$ cat src/rtl/request_marshal_fifo.sv
// request_marshal_fifo: round-robin method-call marshaller feeding a narrow beat pipe.
// Accepted calls are packed as {zero pad, arguments, 32-bit tag} (tag = channel+1),
// held in a DEPTH-entry message FIFO, and sent as BEATS beats of BEAT_WIDTH bits,
// low beat first, with a last-beat marker.
// Ports:
//   CLK, RST        clock; synchronous active-high reset
//   request_ena     per-channel call valid
//   request_data    channel i arguments at [i*ARG_WIDTH +: ARG_WIDTH]
//   request_rdy     per-channel accept (at most one bit high)
//   pipe_enq_ena    beat valid
//   pipe_enq_v      beat data
//   pipe_enq_last   final beat of a message
//   pipe_enq_rdy    sink accepts beat
//   msg_count       messages fully sent (wraps)
module request_marshal_fifo #(
    parameter int unsigned NUM_METHODS = 2,
    parameter int unsigned ARG_WIDTH   = 64,
    parameter int unsigned BEAT_WIDTH  = 32,
    parameter int unsigned DEPTH       = 4
) (
    input  logic                             CLK,
    input  logic                             RST,
    input  logic [NUM_METHODS-1:0]           request_ena,
    input  logic [NUM_METHODS*ARG_WIDTH-1:0] request_data,
    output logic [NUM_METHODS-1:0]           request_rdy,
    output logic                             pipe_enq_ena,
    output logic [BEAT_WIDTH-1:0]            pipe_enq_v,
    output logic                             pipe_enq_last,
    input  logic                             pipe_enq_rdy,
    output logic [31:0]                      msg_count
);

    localparam int unsigned MSG_W = ARG_WIDTH + 32;
    localparam int unsigned BEATS = (MSG_W + BEAT_WIDTH - 1) / BEAT_WIDTH;
    localparam int unsigned PAD_W = BEATS * BEAT_WIDTH;
    localparam int unsigned RR_W  = (NUM_METHODS > 1) ? $clog2(NUM_METHODS) : 1;
    localparam int unsigned PTR_W = (DEPTH > 1) ? $clog2(DEPTH) : 1;
    localparam int unsigned CNT_W = $clog2(DEPTH + 1);
    localparam int unsigned B_W   = (BEATS > 1) ? $clog2(BEATS) : 1;

    logic [RR_W-1:0]  rr;
    logic [RR_W-1:0]  grant_idx;
    logic             grant_any;
    logic [PTR_W-1:0] wr_ptr;
    logic [PTR_W-1:0] rd_ptr;
    logic [CNT_W-1:0] count;
    logic [B_W-1:0]   beat_idx;
    logic [PAD_W-1:0] mem [DEPTH];
    logic [PAD_W-1:0] msg;
    logic [PAD_W-1:0] head;
    logic             full;
    logic             empty;
    logic             push;
    logic             xfer;
    logic             pop;

    // Round-robin search: first requesting channel at or after rr.
    always_comb begin
        int unsigned idx;
        grant_idx = '0;
        grant_any = 1'b0;
        idx       = 0;
        for (int unsigned k = 0; k < NUM_METHODS; k++) begin
            idx = (32'(rr) + k) % NUM_METHODS;
            if (!grant_any && request_ena[idx]) begin
                grant_any = 1'b1;
                grant_idx = RR_W'(idx);
            end
        end
    end

    assign full  = (count == CNT_W'(DEPTH));
    assign empty = (count == '0);
    // Fullness is judged at cycle start: a same-cycle pop never frees a slot for a push.
    assign push  = grant_any & !full & !RST;

    always_comb begin
        request_rdy = '0;
        if (push) begin
            request_rdy[grant_idx] = 1'b1;
        end
    end

    // Pack the granted call: tag in the low word, arguments above, zero pad on top.
    always_comb begin
        msg                   = '0;
        msg[31:0]             = 32'(32'(grant_idx) + 32'd1);
        msg[32 +: ARG_WIDTH]  = request_data[32'(grant_idx)*ARG_WIDTH +: ARG_WIDTH];
    end

    assign head          = mem[rd_ptr];
    assign pipe_enq_ena  = !empty & !RST;
    assign pipe_enq_v    = head[32'(beat_idx)*BEAT_WIDTH +: BEAT_WIDTH];
    assign pipe_enq_last = (beat_idx == B_W'(BEATS - 1));
    assign xfer          = pipe_enq_ena & pipe_enq_rdy;
    assign pop           = xfer & pipe_enq_last;

    // Message storage; contents need no reset since count gates visibility.
    always_ff @(posedge CLK) begin
        if (push) begin
            mem[wr_ptr] <= msg;
        end
    end

    // Control state: pointers, occupancy, beat index, arbiter pointer, sent counter.
    always_ff @(posedge CLK) begin
        if (RST) begin
            wr_ptr    <= '0;
            rd_ptr    <= '0;
            count     <= '0;
            beat_idx  <= '0;
            rr        <= '0;
            msg_count <= '0;
        end else begin
            if (push) begin
                wr_ptr <= wr_ptr + PTR_W'(1);
                rr     <= (grant_idx == RR_W'(NUM_METHODS - 1)) ? '0 : grant_idx + RR_W'(1);
            end
            if (xfer) begin
                if (pipe_enq_last) begin
                    beat_idx  <= '0;
                    rd_ptr    <= rd_ptr + PTR_W'(1);
                    msg_count <= msg_count + 32'd1;
                end else begin
                    beat_idx <= beat_idx + B_W'(1);
                end
            end
            if (push && !pop) begin
                count <= count + CNT_W'(1);
            end else if (!push && pop) begin
                count <= count - CNT_W'(1);
            end
        end
    end

endmodule
$ cat config.mk
export PLATFORM = sky130hd
export DESIGN_NAME = request_marshal_fifo
export DESIGN_NICKNAME = d
export VERILOG_FILES = /design/src/rtl/request_marshal_fifo.sv
export SDC_FILE = /design/constraint.sdc
export NUM_CORES = 1
export LEC_CHECK = 0
export ABC_AREA = 1
export ABC_CLOCK_PERIOD_IN_PS = 7700
export CAP_MARGIN = 25
export CORE_ASPECT_RATIO = 1.75
export CORE_MARGIN = 3
export CORE_UTILIZATION = 35
export DETAILED_ROUTE_END_ITERATION = 16
export GPL_TIMING_DRIVEN = 0
export PLACE_DENSITY = 0.6
export SLEW_MARGIN = 20
export SYNTH_ARGS = -nofsm -noshare
export SYNTH_HDL_FRONTEND = slang
export SYNTH_SLANG_ARGS = --single-unit
$ cat constraint.sdc
create_clock -name CLK -period 7.7 [get_ports CLK]
set_input_delay 1.925 -clock CLK [delete_from_list [all_inputs] [get_ports CLK]]
set_output_delay 1.925 -clock CLK [all_outputs]
set_load 0.03 [all_outputs]
== Yosys cells after proc, flatten, opt, wreduce, memory -nomap -nowiden ==
Memories as Yosys holds them, arrays and structs flattened. A register that Yosys moved wholly into a read port is not among the register bits.
Cells that the tools add are included.
W data, S select, Z words.

* Flip-flop bits (word level): 42
* Word-level logic and storage cells: 61
* Memories kept: 1
* RAM bits: 264
* Input port bits: 133
* Output and inout bits: 68

* Add/sub/neg operators: 9
* $lt $le $gt $ge: 4
* Bitwise gates (word level): 5
* Shift operators: 2
* Eq/ne operators: 2
* Multiplexer cells: 19
* Reductions and logical operators: 13

{| class="wikitable"
|+ Memory list
! name !! depth !! bits a word !! read ports !! clocked after memory_dff !! wr ports !! RTL line !! RTL
|-
| mem || 4 || 66 || 1 || 1 || 1 || 48 || <nowiki>logic [PAD_W-1:0] mem [DEPTH];</nowiki>
|}

{| class="wikitable"
|+ Operator list
! operator !! number
|-
| $shiftx A128 B8 Y64 || 1
|-
| $shiftx A96 B8 Y32 || 1
|-
| $add A32 B1 Y32 const B || 1
|-
| $mux W1 || 12
|-
| $mux W2 || 4
|-
| $add A2 B1 Y2 const B || 3
|-
| $logic_not A1 Y1 || 6
|-
| $lt A1 B2 Y1 const B || 3
|-
| $mux W3 || 2
|-
| $and A1 B1 Y1 || 5
|-
| $logic_and A1 B1 Y1 || 4
|-
| $add A3 B1 Y3 const B || 1
|-
| $eq A3 B3 Y1 const B || 1
|-
| $logic_not A3 Y1 || 1
|-
| $sub A3 B1 Y3 const B || 1
|-
| $add A1 B1 Y1 const B || 2
|-
| $add A1 B1 Y2 const B || 1
|-
| $eq A2 B2 Y1 const B || 1
|-
| $reduce_and A2 Y1 || 1
|-
| $reduce_bool A2 Y1 || 1
|-
| $demux W1 S1 || 1
|-
| $ge A1 B1 Y1 const B || 1
|}

== Depth between registers and ports, before layout ==
* Word-level depth: 12
* Gate-level depth with buffers: 12
* Gate-level depth less buffers: 11

== Worst setup path after synthesis ==
Ideal clock, no wire load.

* Kind: in2reg
* Start point: input RST
* End point: memory mem[0][0] (netlist bit) (enable)
* Path buffers: 2
* Setup time: 0.491 ns
* Setup slack: 1.884 ns
* Cell stages on the path: 5
* Data arrival time: 5.325 ns
* Data required time: 7.209 ns
* Cell sequence: buf_2 -> inv_1 -> buf_2 -> o211ai_2 -> nor2_1

* Word-level cells in the longest chain between the ends: 4

{| class="wikitable"
|+ RTL lines
! element !! RTL line !! RTL
|-
| start, declared || 22 || <nowiki>input logic RST,</nowiki>
|-
| $logic_not A1 Y1 || 75 || <nowiki>assign push = grant_any & !full & !RST;</nowiki>
|-
| $and A1 B1 Y1 || 75 ||
|-
| $mux W1 || 100 || <nowiki>if (push) begin</nowiki>
|-
| $mux W1 (implied by the code) || 101 || <nowiki>mem[wr_ptr] <= msg;</nowiki>
|-
| end, declared || 48 ||
|}

Every way passes these cells.

== Worst setup path after layout ==
* Start point: input request_ena[1]
* End point: output request_rdy[0]

* Word-level cells in the longest chain between the ends: 11
* Elaborated cells on any way between the ends: 18
* Those cells by class: order compare (2); mux (11); bitwise (2); reduce/logical (3)

{| class="wikitable"
|+ RTL lines
! element !! RTL line !! RTL
|-
| start, declared || 23 || <nowiki>input logic [NUM_METHODS-1:0] request_ena,</nowiki>
|-
| $mux W1 (implied by the code) (2 in a row) || 65 || <nowiki>if (!grant_any && request_ena[idx]) begin</nowiki>
|-
| $mux W1 || 65 ||
|-
| $logic_not A1 Y1 || 65 ||
|-
| $logic_and A1 B1 Y1 || 65 ||
|-
| $mux W1 * || 65 ||
|-
| named net grant_idx || 42 || <nowiki>logic [RR_W-1:0] grant_idx;</nowiki>
|-
| $lt A1 B2 Y1 (implied by the code) / $ge A1 B1 Y1 (equally long branches) || 80 || <nowiki>request_rdy[grant_idx] = 1'b1;</nowiki>
|-
| $logic_and A1 B1 Y1 (implied by the code) || 80 ||
|-
| $mux W1 (implied by the code) || 80 ||
|-
| $demux W1 S1 * || 80 ||
|-
| $mux W2 * || 79 || <nowiki>if (push) begin</nowiki>
|-
| end, declared || 25 || <nowiki>output logic [NUM_METHODS-1:0] request_rdy,</nowiki>
|}

Mark *: on every way through the listed nets, which the timed path passes. The rest lies on a longest branch. The select of a mux whose other input is x is not followed.

==> summary by stage <==
Placed design
After detailed placement, the design holds a cell count of 2001. The count of buffers added on input and output ports is 199. The routability-driven placement congestion ratio is 0.878.

The post-detailed-placement half-perimeter wirelength is 29700 µm. Timing analysis after detailed placement gives a worst setup slack of 1.46 ns.

Floorplan
From bottom edge to top edge, the die measures 264 µm. The total die area is 0.0405 mm². The starting density of the core is 35.4%. Row generation in the floorplan step produced 94 rows. The number of top-level pins is 201. In this run the standard cell core region covers 0.0376 mm².

The horizontal extent of the die is 154 µm.

Yosys
By instance count, the leading cell after synthesis is sky130_fd_sc_hd__nand2_1. After synthesis, the cell types taking the most area are sky130_fd_sc_hd__edfxtp_1 (59%), sky130_fd_sc_hd__nand2_1 (7.8%), sky130_fd_sc_hd__nor2_1 (7.4%). After synthesis, the largest area contributor takes up 59.5% of total cell area. The count of distinct cell types in the synthesized netlist is 34. The average instance in the mapped netlist occupies 10.2 µm². The commonest cells after synthesis are sky130_fd_sc_hd__nand2_1 (278), sky130_fd_sc_hd__edfxtp_1 (264), sky130_fd_sc_hd__nor2_1 (262). The number of enable flip-flop cells after synthesis is 264. The number of flip-flops and latches in the synthesized netlist is 308. In the synthesized netlist the async set-or-reset flop fraction comes to 0%.

The number of warnings reported in the yosys synthesis log is 0. The synthesized instance count is 1309. After synthesis, flip-flops and latches occupy 66.1% of the total area.

The mapped netlist covers 0.0133 mm². Synthesis produced a netlist with a net count of 1449. The cell accounting for the most synthesized area is sky130_fd_sc_hd__edfxtp_1.

Among all flip-flop cells after synthesis, the most frequent one is sky130_fd_sc_hd__edfxtp_1.

Clock network
The number of clock sinks is 308. The maximum level of the CTS H-tree is 1. The root buffer cell is sky130_fd_sc_hd__clkbuf_16. After clock tree synthesis, the clock-pin slew on the worst setup and hold paths is 0.06 ns. After clock tree synthesis, the repair step resized 0 gates. The number of setup buffers added after CTS is 0.

The hold-fix buffer count after cts is 0. The clock latency at the later pin of the worst-skew pair is 0.55 ns. The number of clock buffers added by TritonCTS is 28. The worst-case clock buffer depth is 3.

The CTS tree is done.

Power and ir drop
The sequential cell fraction of total power is 51.3%. For this design the ratio of total power to cell area is 220 mW/mm². Cell internal power was estimated by the tool at 0.00285 W.

Across the VDD grid, the largest voltage drop is 179 µV. The share of total power dissipated in combinational logic is 12.6%. The clock power share is 36.1%. For this design the static power due to leakage is 6.09 nW.

The switching share of power is 24.2%. The net switching power is 0.000912 W.

Timing
Of the available clock period, the critical path in the final layout requires 81.4%. For the pin with the worst max-slew slack, the measured transition is 1.06 ns. The highest clock rate is 0.159 GHz. The number of max-slew violations in the final report is 0.

Setup slack closes at 1.43 ns. Setup repair after global routing left no endpoint under its margin. On the final layout, the worst clock skew is 0.00983 ns.

The minimum clock period is 6.27 ns. Setup violations remaining at the end of the flow were counted as 0. Headroom to the max-slew limit came out at 29.3%. The final number of hold-violating endpoints is 0.

Routing
In the routed design, unresolved DRC markers number 0. The total via count in the routed design is 10343. The vias per cell is 5.04. The number of iterations in the first detailed-routing pass is 5.

Dividing the detail-routed wire length by the instance count gives 20.0 µm. Summed over all layers, the routed wires come to 41100 µm. For this block, the initial DRC count from the detailed router was 820.

The count of nets left with antenna violations once routing finished came out at 0.

Final layout
The count of cells in the finished layout, fillers not included, comes to 2052. Once layout is complete, the utilization of the core stands at 45.6%. From synthesis to final layout, the design area changed by 28.7%. At the end of the flow, the number of nets in the layout was 1691. The share of cells above drive strength 1 is 5.66%. The antenna diode count is 0.

GRT
The global-route wire length before repair is 61000 µm. The global routing usage summed across all routing layers is 19.6%. The remaining global-route overflow is 0. The initial antenna violation count is 1. The number of global-route vias before repair came to 10352. The maximum number of pins on one net before global-route repair is 22.

Min path
The worst hold path class is flip-flop to flip-flop. The startpoint of the most critical hold path is rr.

Critical path
The startpoint identified for the worst register-to-register timing path is rr. Along the worst path, the maximum fanout reaches 13. The setup path with the least slack is of type input port to output pin. On the worst path, the slowest cell contributes a delay of 0.76 ns. Broken down by cell family, the worst path's largest delay share belongs to buffers and inverters.

The critical path buffer and inverter count is 4. The critical path starts at request_ena[1]. For the worst setup path, the data arrival time is 4.35 ns. Traced cell by cell, the critical path runs through clkdlybuf4s50_1 > nand2_1 > inv_1 > clkbuf_1 > nor2_1 > clkdlybuf4s50_1. The dominant cell type by count on the critical path is sky130_fd_sc_hd__clkdlybuf4s50_1. At the worst endpoint, the required time is 5.78 ns.

The capturing element type of the critical path is an output pin. The slowest stage of the critical path is the sky130_fd_sc_hd__clkbuf_1 cell. STA classifies the critical path startpoint as an input port.

Run
The number of violations of the max-capacitance limit is 0.

Outcome
The run finished with clean final reports.
-- worst paths after layout --
path	end	slack (ns)	depth (start not counted)
max reg2reg	mem[1][44]	5.18	7
min reg2reg	rr	0.47	2
min	rr	0.47	2
max	request_rdy[0]	1.43	6
-- flip-flops by register name (all words and copies together) (netlist names), named ones only --
signal and count:
mem 264, rr 1, count 3, wr_ptr 2
msg_count 32, beat_idx 2, rd_ptr 2
-- area by class of cell --
cell class | instances | area [µm²]
buffer | 71 | 308
clock buffer | 39 | 763
fill | 3536 | 20500
timing repair buffer | 212 | 2310
clock inverter | 12 | 116
sequential | 308 | 8810
tap | 480 | 601
inverter | 48 | 180
multi-input combinational | 882 | 4060
-- through the flow --
step	area [µm²]	power [W]	TNS [ns]	hold slack, ns
floorplan	13300	0.00220	0	0.439
global placement	15900	0.00242	-156.29	0.456
detailed placement	16300	0.00245	0	0.455
CTS	17200	0.00379	0	0.469
global route	17200	0.00390	0	0.512
finish	17200	0.00377	0	0.470
-- layer usage --
metal  track usage (%)  part of all wire [%]
met1              21.6                    35
met2              36.6                    53
met3              4.10                   8.0
met4              7.29                   3.7
met5                 0                 0.027
-- placed cells by master (no fill, tap or decap), types with 2 or more instances in the layout --
master	synthesis	final
sky130_fd_sc_hd__buf_12	0	5
sky130_fd_sc_hd__buf_2	18	18
sky130_fd_sc_hd__a21oi_1	23	23
sky130_fd_sc_hd__nor2_1	262	258
sky130_fd_sc_hd__bufinv_16	0	2
sky130_fd_sc_hd__clkbuf_16	0	29
sky130_fd_sc_hd__inv_1	47	47
sky130_fd_sc_hd__edfxtp_1	264	264
sky130_fd_sc_hd__nor3b_1	2	2
sky130_fd_sc_hd__dfxtp_1	44	44
sky130_fd_sc_hd__nand4_1	7	7
sky130_fd_sc_hd__mux2i_1	4	4
sky130_fd_sc_hd__nand2_1	278	278
sky130_fd_sc_hd__o32ai_1	2	2
sky130_fd_sc_hd__buf_16	0	8
sky130_fd_sc_hd__buf_4	5	5
sky130_fd_sc_hd__clkinv_1	0	6
sky130_fd_sc_hd__a22o_1	30	30
sky130_fd_sc_hd__clkbuf_1	43	53
sky130_fd_sc_hd__buf_1	5	5
sky130_fd_sc_hd__xnor2_1	3	3
sky130_fd_sc_hd__ha_1	6	6
sky130_fd_sc_hd__nand3_1	37	37
sky130_fd_sc_hd__nor3_1	7	7
sky130_fd_sc_hd__clkinv_4	0	2
sky130_fd_sc_hd__nor2_4	2	6
sky130_fd_sc_hd__clkdlybuf4s50_1	0	199
sky130_fd_sc_hd__o21ai_1	20	20
sky130_fd_sc_hd__o21ai_0	178	178
sky130_fd_sc_hd__nor2_2	8	8
sky130_fd_sc_hd__o22ai_1	4	4
-- power by group through the flow --
stage	registers, W	clock network [W]	logic (W)
2_1_floorplan	0.00197	0	0.000228
3_3_place_gp	0.00198	0	0.000442
3_5_place_dp	0.00197	0	0.000479
4_1_cts	0.00193	0.00138	0.000481
5_1_grt	0.00194	0.00144	0.000515
6_report	0.00193	0.00136	0.000474
-- worst min-delay path, delay by kind of cell (launching register included) --
kind                   cells  cell delay, ns
flip-flops                 1            0.30
AO/OA/AOI/OAI              1            0.06
buffers and inverters      1            0.06
-- cells by family after synthesis --
kind of cell / Yosys count / synth area share, %
simple gates: 606 / 18.1
flops: 308 / 66.1
compound gates: 261 / 10.8
buf+inv: 119 / 3.66
fa+ha+maj: 7 / 0.713
xor+xnor: 4 / 0.263
mux: 4 / 0.300
Note: power is estimated with default switching activity, not from simulation.
==> RTL change: new RTL, same flow settings <==
Change the parameter `ARG_WIDTH` from 64 to 128.
--- a/src/rtl/request_marshal_fifo.sv
+++ b/src/rtl/request_marshal_fifo.sv
@@ -14,7 +14,7 @@
 //   msg_count       messages fully sent (wraps)
 module request_marshal_fifo #(
     parameter int unsigned NUM_METHODS = 2,
-    parameter int unsigned ARG_WIDTH   = 64,
+    parameter int unsigned ARG_WIDTH   = 128,
     parameter int unsigned BEAT_WIDTH  = 32,
     parameter int unsigned DEPTH       = 4
 ) (
Interface: changed (resized request_data); port bits go from 201 to 329. The function was not compared with the original's and may differ.
==> RTL change against the original RTL <==
- design area grew 86%
- register-to-register slack worse by 0.83 ns
- sequential power is 85% higher
- count of clock-buffer cells in the layout increased by 27
- wire length rose by 130%
- setup slack gained 0.11 ns
- area after synthesis up 87%
- sequential cell count is 257 higher
- total power increased by 90%
- largest cell class unchanged
==> RTL change: results (changes against the original RTL) <==
* Fraction of final layout cells with drive strength greater than 1: 7.060% (was 5.662%)
- GR Util met2: 40.71% (was 36.57%)
- The final clock skew is 0.02687 ns (was 0.009830 ns).
- Fraction of the mapped netlist area in adder cells: 0.4822% (was 0.7135%)
- Crit-path max FO: 10 (was 13)
- Placed wire-length estimate: 68830 um (was 29700 um)
- The multiplexer share of the synthesized area was 0% (was 0.3004%).
* CTS Buf Count: 52 (was 28)
* Transition at the pin with the smallest max-transition slack: 1.083 ns (was 1.060 ns)
- The total iterations of the first detailed-routing run was 6 (was 5).
- The average cell area after synthesis is 9.783 um^2 (was 10.18 um^2).
* Result of the run: complete, no violations (unchanged)
- Leading post-synthesis cells by cell area: sky130_fd_sc_hd__edfxtp_1, sky130_fd_sc_hd__nand2_1, sky130_fd_sc_hd__nor2_1, sky130_fd_sc_hd__dfxtp_1, sky130_fd_sc_hd__nand3_1 (was sky130_fd_sc_hd__edfxtp_1, sky130_fd_sc_hd__nand2_1, sky130_fd_sc_hd__nor2_1, sky130_fd_sc_hd__o21ai_0, sky130_fd_sc_hd__dfxtp_1).
- The number of antenna violations at the first check in global routing came to 10 (was 1).
- The number of synthesized flops with an enable pin came to 520 (was 264).
* Vias in the first global route: 19870 (was 10352)
- Largest registers: mem x520, msg_count x32 (was mem x264, msg_count x32, count x3).
- Violation count after the first detailed-route iteration: 1841 (was 820)
- The global placer's final weighted congestion came to 0.9095 (was 0.8778).
- The startpoint of the most critical setup path is request_ena[0] (was request_ena[1]).
* Met3 Usage GRT: 5.308% (was 4.098%)
- The reported leakage power came to 12.36 nW (was 6.091 nW).
* GRT Resource Usage Total: 23.89% (was 19.59%)
- The area after detailed placement came to 0.03011 mm^2 (was 0.01627 mm^2).
- The standard cell with the maximum stage delay on the critical path is sky130_fd_sc_hd__buf_1 (was sky130_fd_sc_hd__clkbuf_1).
- The met2 wire length was 45090 um (was 21930 um).
* Final worst hold slack: 0.4775 ns (was 0.4701 ns)
- The startpoint of the worst-slack reg-to-reg timing path is beat_idx[1] (was rr).
* Number of cells traversed by the worst register-to-register path: 16 (was 7)
- The met3 wirelength from detailed routing was 8155 um (was 3304 um).
- Placed Instances: 3816 (was 2001)
- Final net count: 3230 (was 1691)
- Number of port buffers: 327 (was 199)
- Final Instance Count excl. Fillers: 3918 (was 2052)
* Peak VDD IR: 0.1471 mV (was 0.1789 mV)
- The worst setup timing slack at the placement stage is 1.524 ns (was 1.455 ns).
- The maximum level of the CTS H-tree came to 2 (was 1).
* Clock latency on the worst-skew pair: 0.61 ns (was 0.55 ns)
- The maximum number of pins on one net before global-route repair was 24 (was 22).
- Setup slack of the most critical reg-to-reg path: 4.35 ns (was 5.18 ns)
RTL change: cell count changes in the layout (fill, tap and decap cells not counted), sizes merged, moves of 5 or more:
| cell | unedited run | this run |
|---|---|---|
| a22o | 30 | 0 |
| buf | 41 | 123 |
| clkbuf | 82 | 116 |
| clkdlybuf4s50 | 199 | 327 |
| clkinv | 8 | 20 |
| diode | 0 | 5 |
| edfxtp | 264 | 520 |
| inv | 49 | 130 |
| nand2 | 278 | 977 |
| nand3 | 37 | 170 |
| nor2 | 272 | 279 |
| o21ai | 198 | 166 |
| o22ai | 4 | 62 |
RTL change: power by group through the flow:
stage / Clock, W / Sequential, W / Combinational [W]
after floorplan: 0 / 0.00367 / 0.000365
after global placement: 0 / 0.00370 / 0.000807
after detailed placement: 0 / 0.00365 / 0.000886
after CTS: 0.00272 / 0.00358 / 0.000891
after global routing: 0.00282 / 0.00359 / 0.000947
final: 0.00270 / 0.00358 / 0.000894
RTL change: worst max-delay path by stage:
stage | slack, ns | cells past startpoint | end
2_1_floorplan | -0.78 | 4 | mem[0][0]
3_3_place_gp | -5.87 | 3 | mem[0][78]
3_5_place_dp | 1.52 | 6 | request_rdy[1]
4_1_cts | 1.51 | 6 | request_rdy[1]
5_1_grt | 1.38 | 6 | request_rdy[1]
6_report | 1.54 | 6 | request_rdy[1]
RTL change: cell type report:
type                            count  area (um^2)
Multi-Input combinational cell   1713         7271
Tap cell                          910         1139
Buffer                            140        674.4
Timing Repair Buffer              360         4025
Clock inverter                     31        324.1
Inverter                          128        484.2
Antenna cell                        5        12.51
Clock buffer                       66         1458
Fill cell                        6529        38080
Sequential cell                   565        16520
